<file path="src/rtl/uart_pkg.sv">
// rtl/uart_pkg.sv - shared FSM state encoding and line levels for the UART transmitter.
// The PARITY state exists only when UART_TX_PARITY_EN is defined.
package uart_pkg;

   typedef enum logic [2:0] {
      ST_IDLE   = 3'd0,
      ST_START  = 3'd1,
      ST_DATA   = 3'd2,
`ifdef UART_TX_PARITY_EN
      ST_PARITY = 3'd3,
`endif
      ST_STOP   = 3'd4
   } tx_state_e;

   localparam logic LINE_IDLE  = 1'b1;
   localparam logic LINE_START = 1'b0;
   localparam logic LINE_STOP  = 1'b1;

endpackage

</file>
<file path="src/rtl/uart_tx_fifo.sv">
// rtl/uart_tx_fifo.sv - synchronous transmit queue with registered pointers and occupancy count.
// Pushes on a full queue are refused even if a pop happens in the same cycle.
module uart_tx_fifo #(
   parameter int WIDTH = 8,
   parameter int DEPTH = 4,
   localparam int AW   = $clog2(DEPTH)
) (
   input  logic             i_clk,
   input  logic             i_rst,
   input  logic             i_push,
   input  logic [WIDTH-1:0] i_wdata,
   input  logic             i_pop,
   output logic [WIDTH-1:0] o_rdata,
   output logic             o_full,
   output logic             o_empty,
   output logic [AW:0]      o_count
);

   localparam logic [AW:0] DEPTH_C = (AW+1)'(DEPTH);

   logic [WIDTH-1:0] mem_q [DEPTH];
   logic [AW-1:0]    wr_ptr_q, wr_ptr_d;
   logic [AW-1:0]    rd_ptr_q, rd_ptr_d;
   logic [AW:0]      count_q, count_d;
   logic             push_ok, pop_ok;

   assign o_full  = (count_q == DEPTH_C);
   assign o_empty = (count_q == '0);
   assign o_count = count_q;
   assign o_rdata = mem_q[rd_ptr_q];

   assign push_ok = i_push && !o_full;
   assign pop_ok  = i_pop && !o_empty;

   always_comb begin
      wr_ptr_d = wr_ptr_q;
      rd_ptr_d = rd_ptr_q;
      count_d  = count_q;
      if (push_ok) wr_ptr_d = wr_ptr_q + AW'(1);
      if (pop_ok)  rd_ptr_d = rd_ptr_q + AW'(1);
      case ({push_ok, pop_ok})
         2'b10:   count_d = count_q + (AW+1)'(1);
         2'b01:   count_d = count_q - (AW+1)'(1);
         default: count_d = count_q;
      endcase
   end

   always_ff @(posedge i_clk or posedge i_rst) begin
      if (i_rst) begin
         wr_ptr_q <= '0;
         rd_ptr_q <= '0;
         count_q  <= '0;
      end else begin
         wr_ptr_q <= wr_ptr_d;
         rd_ptr_q <= rd_ptr_d;
         count_q  <= count_d;
      end
   end

   // Storage carries no reset; the count alone defines which entries are valid.
   always_ff @(posedge i_clk) begin
      if (push_ok) mem_q[wr_ptr_q] <= i_wdata;
   end

endmodule

</file>
<file path="src/rtl/uart_tx_param.sv">
// rtl/uart_tx_param.sv - queued UART transmitter with runtime divisor and one/two stop bits.
// Optional parity bit enabled by defining UART_TX_PARITY_EN.
module uart_tx_param
   import uart_pkg::*;
#(
   parameter int DATA_BITS  = 8,
   parameter int FIFO_DEPTH = 4,
   parameter int DIV_WIDTH  = 16
) (
   input  logic                          i_clk,
   input  logic                          i_rst,
   input  logic [DIV_WIDTH-1:0]          i_clks_per_bit,
   input  logic                          i_two_stop,
`ifdef UART_TX_PARITY_EN
   input  logic                          i_parity_odd,
`endif
   input  logic                          i_tx_dv,
   input  logic [DATA_BITS-1:0]          i_tx_byte,
   output logic                          o_tx_ready,
   output logic                          o_tx_serial,
   output logic                          o_tx_active,
   output logic                          o_tx_done,
   output logic [$clog2(FIFO_DEPTH):0]   o_fifo_count
);

   localparam int             BW       = $clog2(DATA_BITS);
   localparam int             CW       = DIV_WIDTH + 1;
   localparam logic [BW-1:0]  LAST_BIT = BW'(DATA_BITS - 1);

   tx_state_e              state_q, state_d;
   logic [CW-1:0]          cnt_q, cnt_d;
   logic [BW-1:0]          bit_q, bit_d;
   logic [DATA_BITS-1:0]   data_q, data_d;
   logic [DIV_WIDTH-1:0]   div_q, div_d;
   logic                   two_stop_q, two_stop_d;
`ifdef UART_TX_PARITY_EN
   logic                   parity_odd_q, parity_odd_d;
`endif
   logic                   serial_q, serial_d;

   logic                   fifo_pop, fifo_empty, fifo_full;
   logic [DATA_BITS-1:0]   fifo_rdata;
   logic                   load, done;
   logic [CW-1:0]          div_ext, stop_len;
   logic                   bit_end, stop_end;

   uart_tx_fifo #(
      .WIDTH (DATA_BITS),
      .DEPTH (FIFO_DEPTH)
   ) u_fifo (
      .i_clk   (i_clk),
      .i_rst   (i_rst),
      .i_push  (i_tx_dv),
      .i_wdata (i_tx_byte),
      .i_pop   (fifo_pop),
      .o_rdata (fifo_rdata),
      .o_full  (fifo_full),
      .o_empty (fifo_empty),
      .o_count (o_fifo_count)
   );

   assign div_ext  = {1'b0, div_q};
   assign stop_len = two_stop_q ? {div_q, 1'b0} : div_ext;
   assign bit_end  = (cnt_q == div_ext - CW'(1));
   assign stop_end = (cnt_q == stop_len - CW'(1));

   always_comb begin
      state_d    = state_q;
      cnt_d      = cnt_q;
      bit_d      = bit_q;
      data_d     = data_q;
      div_d      = div_q;
      two_stop_d = two_stop_q;
`ifdef UART_TX_PARITY_EN
      parity_odd_d = parity_odd_q;
`endif
      load     = 1'b0;
      done     = 1'b0;
      fifo_pop = 1'b0;
      serial_d = LINE_IDLE;

      case (state_q)
         ST_IDLE: load = !fifo_empty;
         ST_START: begin
            if (bit_end) begin
               cnt_d   = '0;
               bit_d   = '0;
               state_d = ST_DATA;
            end else begin
               cnt_d = cnt_q + CW'(1);
            end
         end
         ST_DATA: begin
            if (bit_end) begin
               cnt_d = '0;
               if (bit_q == LAST_BIT) begin
`ifdef UART_TX_PARITY_EN
                  state_d = ST_PARITY;
`else
                  state_d = ST_STOP;
`endif
               end else begin
                  bit_d = bit_q + BW'(1);
               end
            end else begin
               cnt_d = cnt_q + CW'(1);
            end
         end
`ifdef UART_TX_PARITY_EN
         ST_PARITY: begin
            if (bit_end) begin
               cnt_d   = '0;
               state_d = ST_STOP;
            end else begin
               cnt_d = cnt_q + CW'(1);
            end
         end
`endif
         ST_STOP: begin
            if (stop_end) begin
               done  = 1'b1;
               cnt_d = '0;
               if (fifo_empty) state_d = ST_IDLE;
               else            load    = 1'b1;
            end else begin
               cnt_d = cnt_q + CW'(1);
            end
         end
         default: begin
            state_d = ST_IDLE;
            cnt_d   = '0;
            bit_d   = '0;
         end
      endcase

      // Frame settings are captured only here, so mid-frame input changes wait for the next frame.
      if (load) begin
         fifo_pop   = 1'b1;
         data_d     = fifo_rdata;
         div_d      = (i_clks_per_bit < DIV_WIDTH'(2)) ? DIV_WIDTH'(2) : i_clks_per_bit;
         two_stop_d = i_two_stop;
`ifdef UART_TX_PARITY_EN
         parity_odd_d = i_parity_odd;
`endif
         cnt_d   = '0;
         bit_d   = '0;
         state_d = ST_START;
      end

      // The line register is loaded with the level of the state being entered.
      case (state_d)
         ST_START:  serial_d = LINE_START;
         ST_DATA:   serial_d = data_d[bit_d];
`ifdef UART_TX_PARITY_EN
         ST_PARITY: serial_d = (^data_d) ^ parity_odd_d;
`endif
         ST_STOP:   serial_d = LINE_STOP;
         default:   serial_d = LINE_IDLE;
      endcase
   end

   always_ff @(posedge i_clk or posedge i_rst) begin
      if (i_rst) begin
         state_q    <= ST_IDLE;
         cnt_q      <= '0;
         bit_q      <= '0;
         data_q     <= '0;
         div_q      <= '0;
         two_stop_q <= 1'b0;
`ifdef UART_TX_PARITY_EN
         parity_odd_q <= 1'b0;
`endif
         serial_q   <= LINE_IDLE;
      end else begin
         state_q    <= state_d;
         cnt_q      <= cnt_d;
         bit_q      <= bit_d;
         data_q     <= data_d;
         div_q      <= div_d;
         two_stop_q <= two_stop_d;
`ifdef UART_TX_PARITY_EN
         parity_odd_q <= parity_odd_d;
`endif
         serial_q   <= serial_d;
      end
   end

   assign o_tx_serial = serial_q;
   assign o_tx_active = (state_q != ST_IDLE);
   assign o_tx_done   = done;
   assign o_tx_ready  = !fifo_full;

endmodule

</file>
<file path="config.mk">
export PLATFORM = sky130hd
export DESIGN_NAME = uart_tx_param
export DESIGN_NICKNAME = d
export VERILOG_FILES = /design/src/rtl/uart_pkg.sv /design/src/rtl/uart_tx_fifo.sv /design/src/rtl/uart_tx_param.sv
export SDC_FILE = /design/constraint.sdc
export NUM_CORES = 1
export LEC_CHECK = 0
export ABC_AREA = 1
export ABC_CLOCK_PERIOD_IN_PS = 8150
export BUFFER_PORTS_ARGS = -buffer_cell sky130_fd_sc_hd__buf_4
export CAP_MARGIN = 0
export CORE_UTILIZATION = 50
export DETAILED_ROUTE_END_ITERATION = 7
export PLACE_DENSITY = 0.68
export SKIP_CTS_REPAIR_TIMING = 1
export SYNTH_ARGS = -nofsm -noshare
export SYNTH_HDL_FRONTEND = slang
export SYNTH_SLANG_ARGS = --single-unit
</file>
<file path="constraint.sdc">
create_clock -name i_clk -period 8.15 [get_ports i_clk]
set_clock_uncertainty 0.15 [all_clocks]
set_input_delay 2.445 -clock i_clk [delete_from_list [all_inputs] [get_ports i_clk]]
set_output_delay 2.445 -clock i_clk [all_outputs]
set_load 0.1 [all_outputs]
</file>
== Word-level counts from Yosys, hierarchy flattened ==
Memory sizes are Yosys's and may differ from the RTL's.
Cells that the tools add are included.

* Eq/ne operators: 12
* $lt $le $gt $ge: 2
* Add/sub/neg operators: 8
* Mux-type cells: 31
* Reduce and logical (&&, ||, !) cells: 10

{| class="wikitable"
|+ Operators by type and width
! kind !! count
|-
| 17-bit 2-to-1 mux || 4
|-
| 17-bit case mux with 3 select lines || 1
|-
| 17-bit == test || 2
|-
| 3-bit 2-to-1 mux || 10
|-
| 17-bit by 1-bit adder with 17-bit output, second input constant || 1
|-
| 16-bit by 1-bit subtractor with 17-bit output, second input constant || 1
|-
| 17-bit by 1-bit subtractor with 17-bit output, second input constant || 1
|-
| 16-bit by 2-bit less-than comparator with 1-bit output, second input constant || 1
|-
| 16-bit 2-to-1 mux || 1
|-
| 3-bit case mux with 4 select lines || 1
|-
| 3-bit == test, second input constant || 3
|-
| 3-bit case mux with 3 select lines || 1
|-
| 1-bit 2-to-1 mux || 8
|-
| 8-bit 2-to-1 mux || 1
|-
| 3-bit by 1-bit adder with 3-bit output, second input constant || 2
|-
| 3-bit by 1-bit == test with 1-bit output, second input constant || 2
|-
| 3-bit by 2-bit == test with 1-bit output, second input constant || 2
|-
| 3-bit zero test || 2
|-
| 3-bit case mux with 2 select lines || 1
|-
| 2-bit by 1-bit adder with 2-bit output, second input constant || 2
|-
| 3-bit by 4-bit less-than comparator with 1-bit output, second input constant || 1
|-
| 1-bit case mux with 2 select lines || 2
|-
| 2-bit OR reduction || 2
|-
| 1-bit binary-select mux with 3-bit select || 1
|-
| 8 further kinds || 10
|}

* Input port bits: 28
* Flip-flop bits (word level): 56
* Memories kept: 1
* Word-level logic and storage cells: 74
* Memory bits (writable): 32
* Output and inout port bits: 7

{| class="wikitable"
|+ Memory list
! name !! depth !! bits a word !! rd ports !! clocked after memory_dff !! write ports !! line !! source
|-
| u_fifo.mem_q || 4 || 8 || 1 || 0 || 1 || uart_tx_fifo.sv:21 || <nowiki>logic [WIDTH-1:0] mem_q [DEPTH];</nowiki>
|}

== Logic depth before layout (Yosys ltp) ==
* Word-level depth: 9
* Mapped depth: 26
* Gate-level depth less buffers: 24

== Hierarchy ==
A second synthesis with hierarchy kept.

* Cell total of the unflattened synthesis: 846
* Area, all modules: 6,030.8 um^2

{| class="wikitable"
|+ By module, submodules not included
! module !! area each (um^2) !! seq. area each (um^2) !! times used !! cells each
|-
| uart_tx_param || 4,275.4 || 1,227.4 || 1 || 691
|-
| uart_tx_fifo || 1,755.4 || 1,136.1 || 1 || 155
|}

== Worst setup path before layout ==
No wires, ideal clock.

* Path kind: flip-flop to output port
* Start: register two_stop_q
* End: output o_tx_done
* Buffers on the path: 2
* Cell stages (with the launch flop): 17
* Data required time: 5,555 ps
* Path slack: 2,942 ps
* Arrival time: 2,613 ps
* Path through: dfrtp_1 -> buf_4 -> buf_6 -> o21ai_0 -> ha_1 -> nand3_1 -> nor2_4 -> nand2_1 -> nand2_1 -> nand2_1 -> nand2_1 -> nand2_1 -> nor2_1 -> nand2_1 -> nor2_2 -> nand3_1 -> inv_1

* Cells in the longest elaborated chain, start to end: 5

{| class="wikitable"
|+ RTL lines
! item !! line !! source
|-
| from (decl) || uart_tx_param.sv:35 || <nowiki>logic two_stop_q, two_stop_d;</nowiki>
|-
| from (signal assigned) || uart_tx_param.sv:180 || <nowiki>two_stop_q <= two_stop_d;</nowiki>
|-
| 17-bit 2-to-1 mux || uart_tx_param.sv:63 || <nowiki>assign stop_len = two_stop_q ? {div_q, 1'b0} : div_ext;</nowiki>
|-
| 17-bit by 1-bit subtractor with 17-bit output || uart_tx_param.sv:65 || <nowiki>assign stop_end = (cnt_q == stop_len - CW'(1));</nowiki>
|-
| 17-bit == test || uart_tx_param.sv:65 ||
|-
| 1-bit 2-to-1 mux || uart_tx_param.sv:120 || <nowiki>if (stop_end) begin</nowiki>
|-
| 1-bit 2-to-1 mux || uart_tx_param.sv:82 || <nowiki>case (state_q)</nowiki>
|-
| to (decl) || uart_tx_param.sv:22 || <nowiki>output logic o_tx_done,</nowiki>
|}

Every way passes these cells.

== Worst setup path after layout ==
Same ends and word-level chain as after synthesis.

==> results.py <==
metrics = {
    "floorplanning": {
        "fp.coreArea_um2": 11030,
        "fp-row-count": 38,
        "die_h_um": 109.3,
        "initial_core_util": 0.5223,
        "die-area_um2": 11960,
        "die_w_um": 109.3,
        "ios": 35,
    },
    "finish": {
        "drive_gt1_frac": 0.08660,
        "antenna_cells": 0,
        "layout.nets": 876,
        "final_common_cell": "nand2_1",
        "instances_no_fill": 983,
        "area_growth_pct": 11.29,
        "layout_common_cells": "272 x nand2_1, 101 x inv_1, 91 x nor2_1, 67 x nand3_1, 55 x dfrtp_1",
    },
    "critical_path": {
        "crit_path_end_kind": "output port",
        "slowest_stage": "dfrtp_1",
        "cp_common_cell": "nand2_1",
        "cp_cell_sequence": "inv_2 > nand2_1 > ha_1 > nand3_1 > nor2_4 > nand2_1 > nand2_1 > nand2_1 > nand2_1 > nand2_1 > nor2_1 > nand2_1 > nor2_2 > nand3_1 > inv_1 > buf_4",
        "critPathArrivalTime_ns": 3.63,
        "reg2reg_from": "two_stop_q",
        "max_stage_delay_ns": 0.96,
        "critical_path_buf_inv_count": 3,
        "crit_path_max_fanout": 32,
        "crit_type": "register to output port",
        "critPathTopFamily": "simple AND/OR/NAND/NOR gates",
        "crit_start": "two_stop_q",
        "cp-start-kind": "register",
        "worstPathRequired_ns": 5.56,
    },
    "global_routing": {
        "track_usage": 0.2506,
        "grt_pass1_wl_um": 22740,
        "antenna_found_initial": 0,
        "grt-ovfl-total": 0,
        "grt_max_degree": 57,
        "grt_pass1_vias": 4787,
    },
    "logic_synthesis": {
        "synth_area_um2": 5762,
        "synth-seq-cells": 88,
        "synth_edf_count": 32,
        "yosysUniqueCellTypes": 45,
        "synth-async-reset-ratio": 0.6364,
        "postSynthAreaPerCell_um2": 7.113,
        "synthCells": 810,
        "ys.flop_type": "dfrtp_1",
        "synthesis.nets": 848,
        "ys_warn_count": 0,
        "ys_seq_area_frac": 0.4102,
    },
    "timing": {
        "finalHoldViolCount": 0,
        "clock.fmax_mhz": 160.7,
        "slew_violations": 0,
        "min_period_ns": 6.222,
        "rsz0062_at_grt": "no",
        "fin_crit_sh": 0.7635,
        "worst_slew_pin_slew_ns": 0.9429,
        "tns_ns": 0,
        "slew_headroom": 0.3714,
        "setup_viol": 0,
    },
    "detailed_routing": {
        "wirelength_um": 13920,
        "ant_nets": 0,
        "drc": 0,
        "drt_iter0_drc": 281,
        "dr.pass1.iters": 5,
        "vias": 5099,
        "routed_via_density": 5.187,
        "post_drt_wl_per_cell_um": 14.16,
    },
    "clocking": {
        "cts_max_level": 3,
        "clock_sinks": 88,
        "clockBufferDepth": 2,
        "cts_root_buf": "clkbuf_16",
        "clkLatencyLatePin_ns": 0.35,
        "numCtsBuffers": 9,
        "path_clk_slew_ns": 0.06,
        "cts_tree": "done",
    },
    "power": {
        "powerDensity_nw_per_um2": 372.3,
        "power.leakage_nw": 3.029,
        "irDropWorstVdd_v": 0.0002702,
    },
    "place": {
        "port_buffers": 34,
        "place_congestion": 0.8706,
        "dpl.hpwl_um": 10810,
        "placed_cells": 967,
    },
    "outcome": {
        "outcome": "finished, final reports clean",
    },
    "min_path": {
        "hold_start": "u_fifo.o_count[1]",
        "hold_class": "register to register",
    },
    "job": {
        "cap_violations": 0,
    },
}
[routing by layer]
metal  global-route usage  wire [µm]  part of all wire
met3              0.04683        503             0.036
met1               0.2942       6111              0.44
met2               0.4573       6997              0.50
met4              0.08476        303             0.022
met5                    0          0                 0
[cells by family (layout without fill, tap and decap cells)]
logic type,Yosys count,after routing,synth area share
simple gates,477,477,0.3516
buf+inv,126,159,0.08903
flops,88,88,0.4102
compound gates,72,72,0.06970
xor+xnor,36,36,0.05472
fa+ha+maj,10,10,0.02302
mux,1,1,0.001737
[worst paths after layout]
check / slack (ns) / cells after the start / end
worst min register to register: 0.39 / 2 / u_fifo.o_count[1]
worst min-delay path: 0.39 / 2 / u_fifo.o_count[1]
max in group asynchronous: 5.19 / 3 / bit_q[2]
min in group asynchronous: 2.16 / 3 / u_fifo.o_count[2]
worst max-delay path: 1.93 / 16 / o_tx_done
worst max register to register: 3.03 / 23 / u_fifo.o_count[2]
[where the power goes]
part	switching [mW]	internal (mW)
clock network	0.175	0.271
registers	0.153	0.587
logic	0.816	0.385
total	1.14	1.24
[flip-flops by register name (all words and copies together), names as in the netlist, 2 cells and up]
signal,count
u_fifo.wr_ptr_q,2
state_q,3
u_fifo.mem_q,32
cnt_q,17
data_q,8
div_q,16
u_fifo.rd_ptr_q,2
u_fifo.o_count,3
bit_q,3
[area by class of cell]
class | count | area (µm²)
Sequential cell | 88 | 2364
Tap cell | 140 | 175.2
Inverter | 108 | 405.4
Fill cell | 1048 | 4618
Timing Repair Buffer | 35 | 262.8
Clock inverter | 6 | 91.34
Clock buffer | 10 | 229.0
Multi-Input combinational cell | 596 | 2885
[worst reg2reg max path: stages (launching register included)]
cell,delay (ns)
dfrtp_1,0.96
inv_2,0.40
nand2_1,0.20
ha_1,0.19
nand3_1,0.17
nor2_4,0.23
nand2_1,0.10
nand2_1,0.09
nand2_1,0.06
nand2_1,0.05
nand2_1,0.05
nor2_1,0.08
nand2_1,0.06
nor2_2,0.12
nand3_1,0.15
nand2_2,0.16
nand2_4,0.15
inv_2,0.49
ha_1,0.25
inv_1,0.07
fa_1,0.39
a21oi_1,0.15
o21ai_0,0.12
xnor2_1,0.15
[stage by stage]
stage / util / hold WS, ns / setup slack [ns] / power [mW] / area [µm²]
finish: 0.5813 / 0.3906 / 1.928 / 2.388 / 6412
global route: 0.5813 / 0.4237 / 1.627 / 2.594 / 6412
CTS: 0.5813 / 0.3898 / 1.933 / 2.395 / 6412
detailed placement: 0.5523 / 0.3783 / 2.327 / 1.940 / 6092
global placement: 0.5523 / 0.3624 / 2.379 / 1.925 / 6092
floorplan: - / 0.3478 / 2.942 / 1.668 / 5762
[synth_stat cells (3+ instances only)]
cell      count  area share
a21oi_1      11      0.0096
a32o_1        4      0.0069
buf_2         7      0.0061
buf_6         3      0.0059
clkbuf_1      4      0.0026
dfrtp_1      55        0.24
edfxtp_1     32        0.17
ha_1          9       0.020
inv_1       102       0.066
inv_2         5      0.0033
nand2_1     272        0.18
nand3_1      67       0.058
nand4_1      10       0.011
nor2_1       91       0.059
nor2_2        3      0.0033
nor2_4        4      0.0078
nor3_1        8      0.0069
nor3b_1       4      0.0052
nor4_1        4      0.0043
o21ai_0      40       0.035
o21ai_1       6      0.0052
o22ai_1       4      0.0043
xnor2_1      11       0.017
xor2_1       25       0.038
Power figures use the tool's default switching activity.
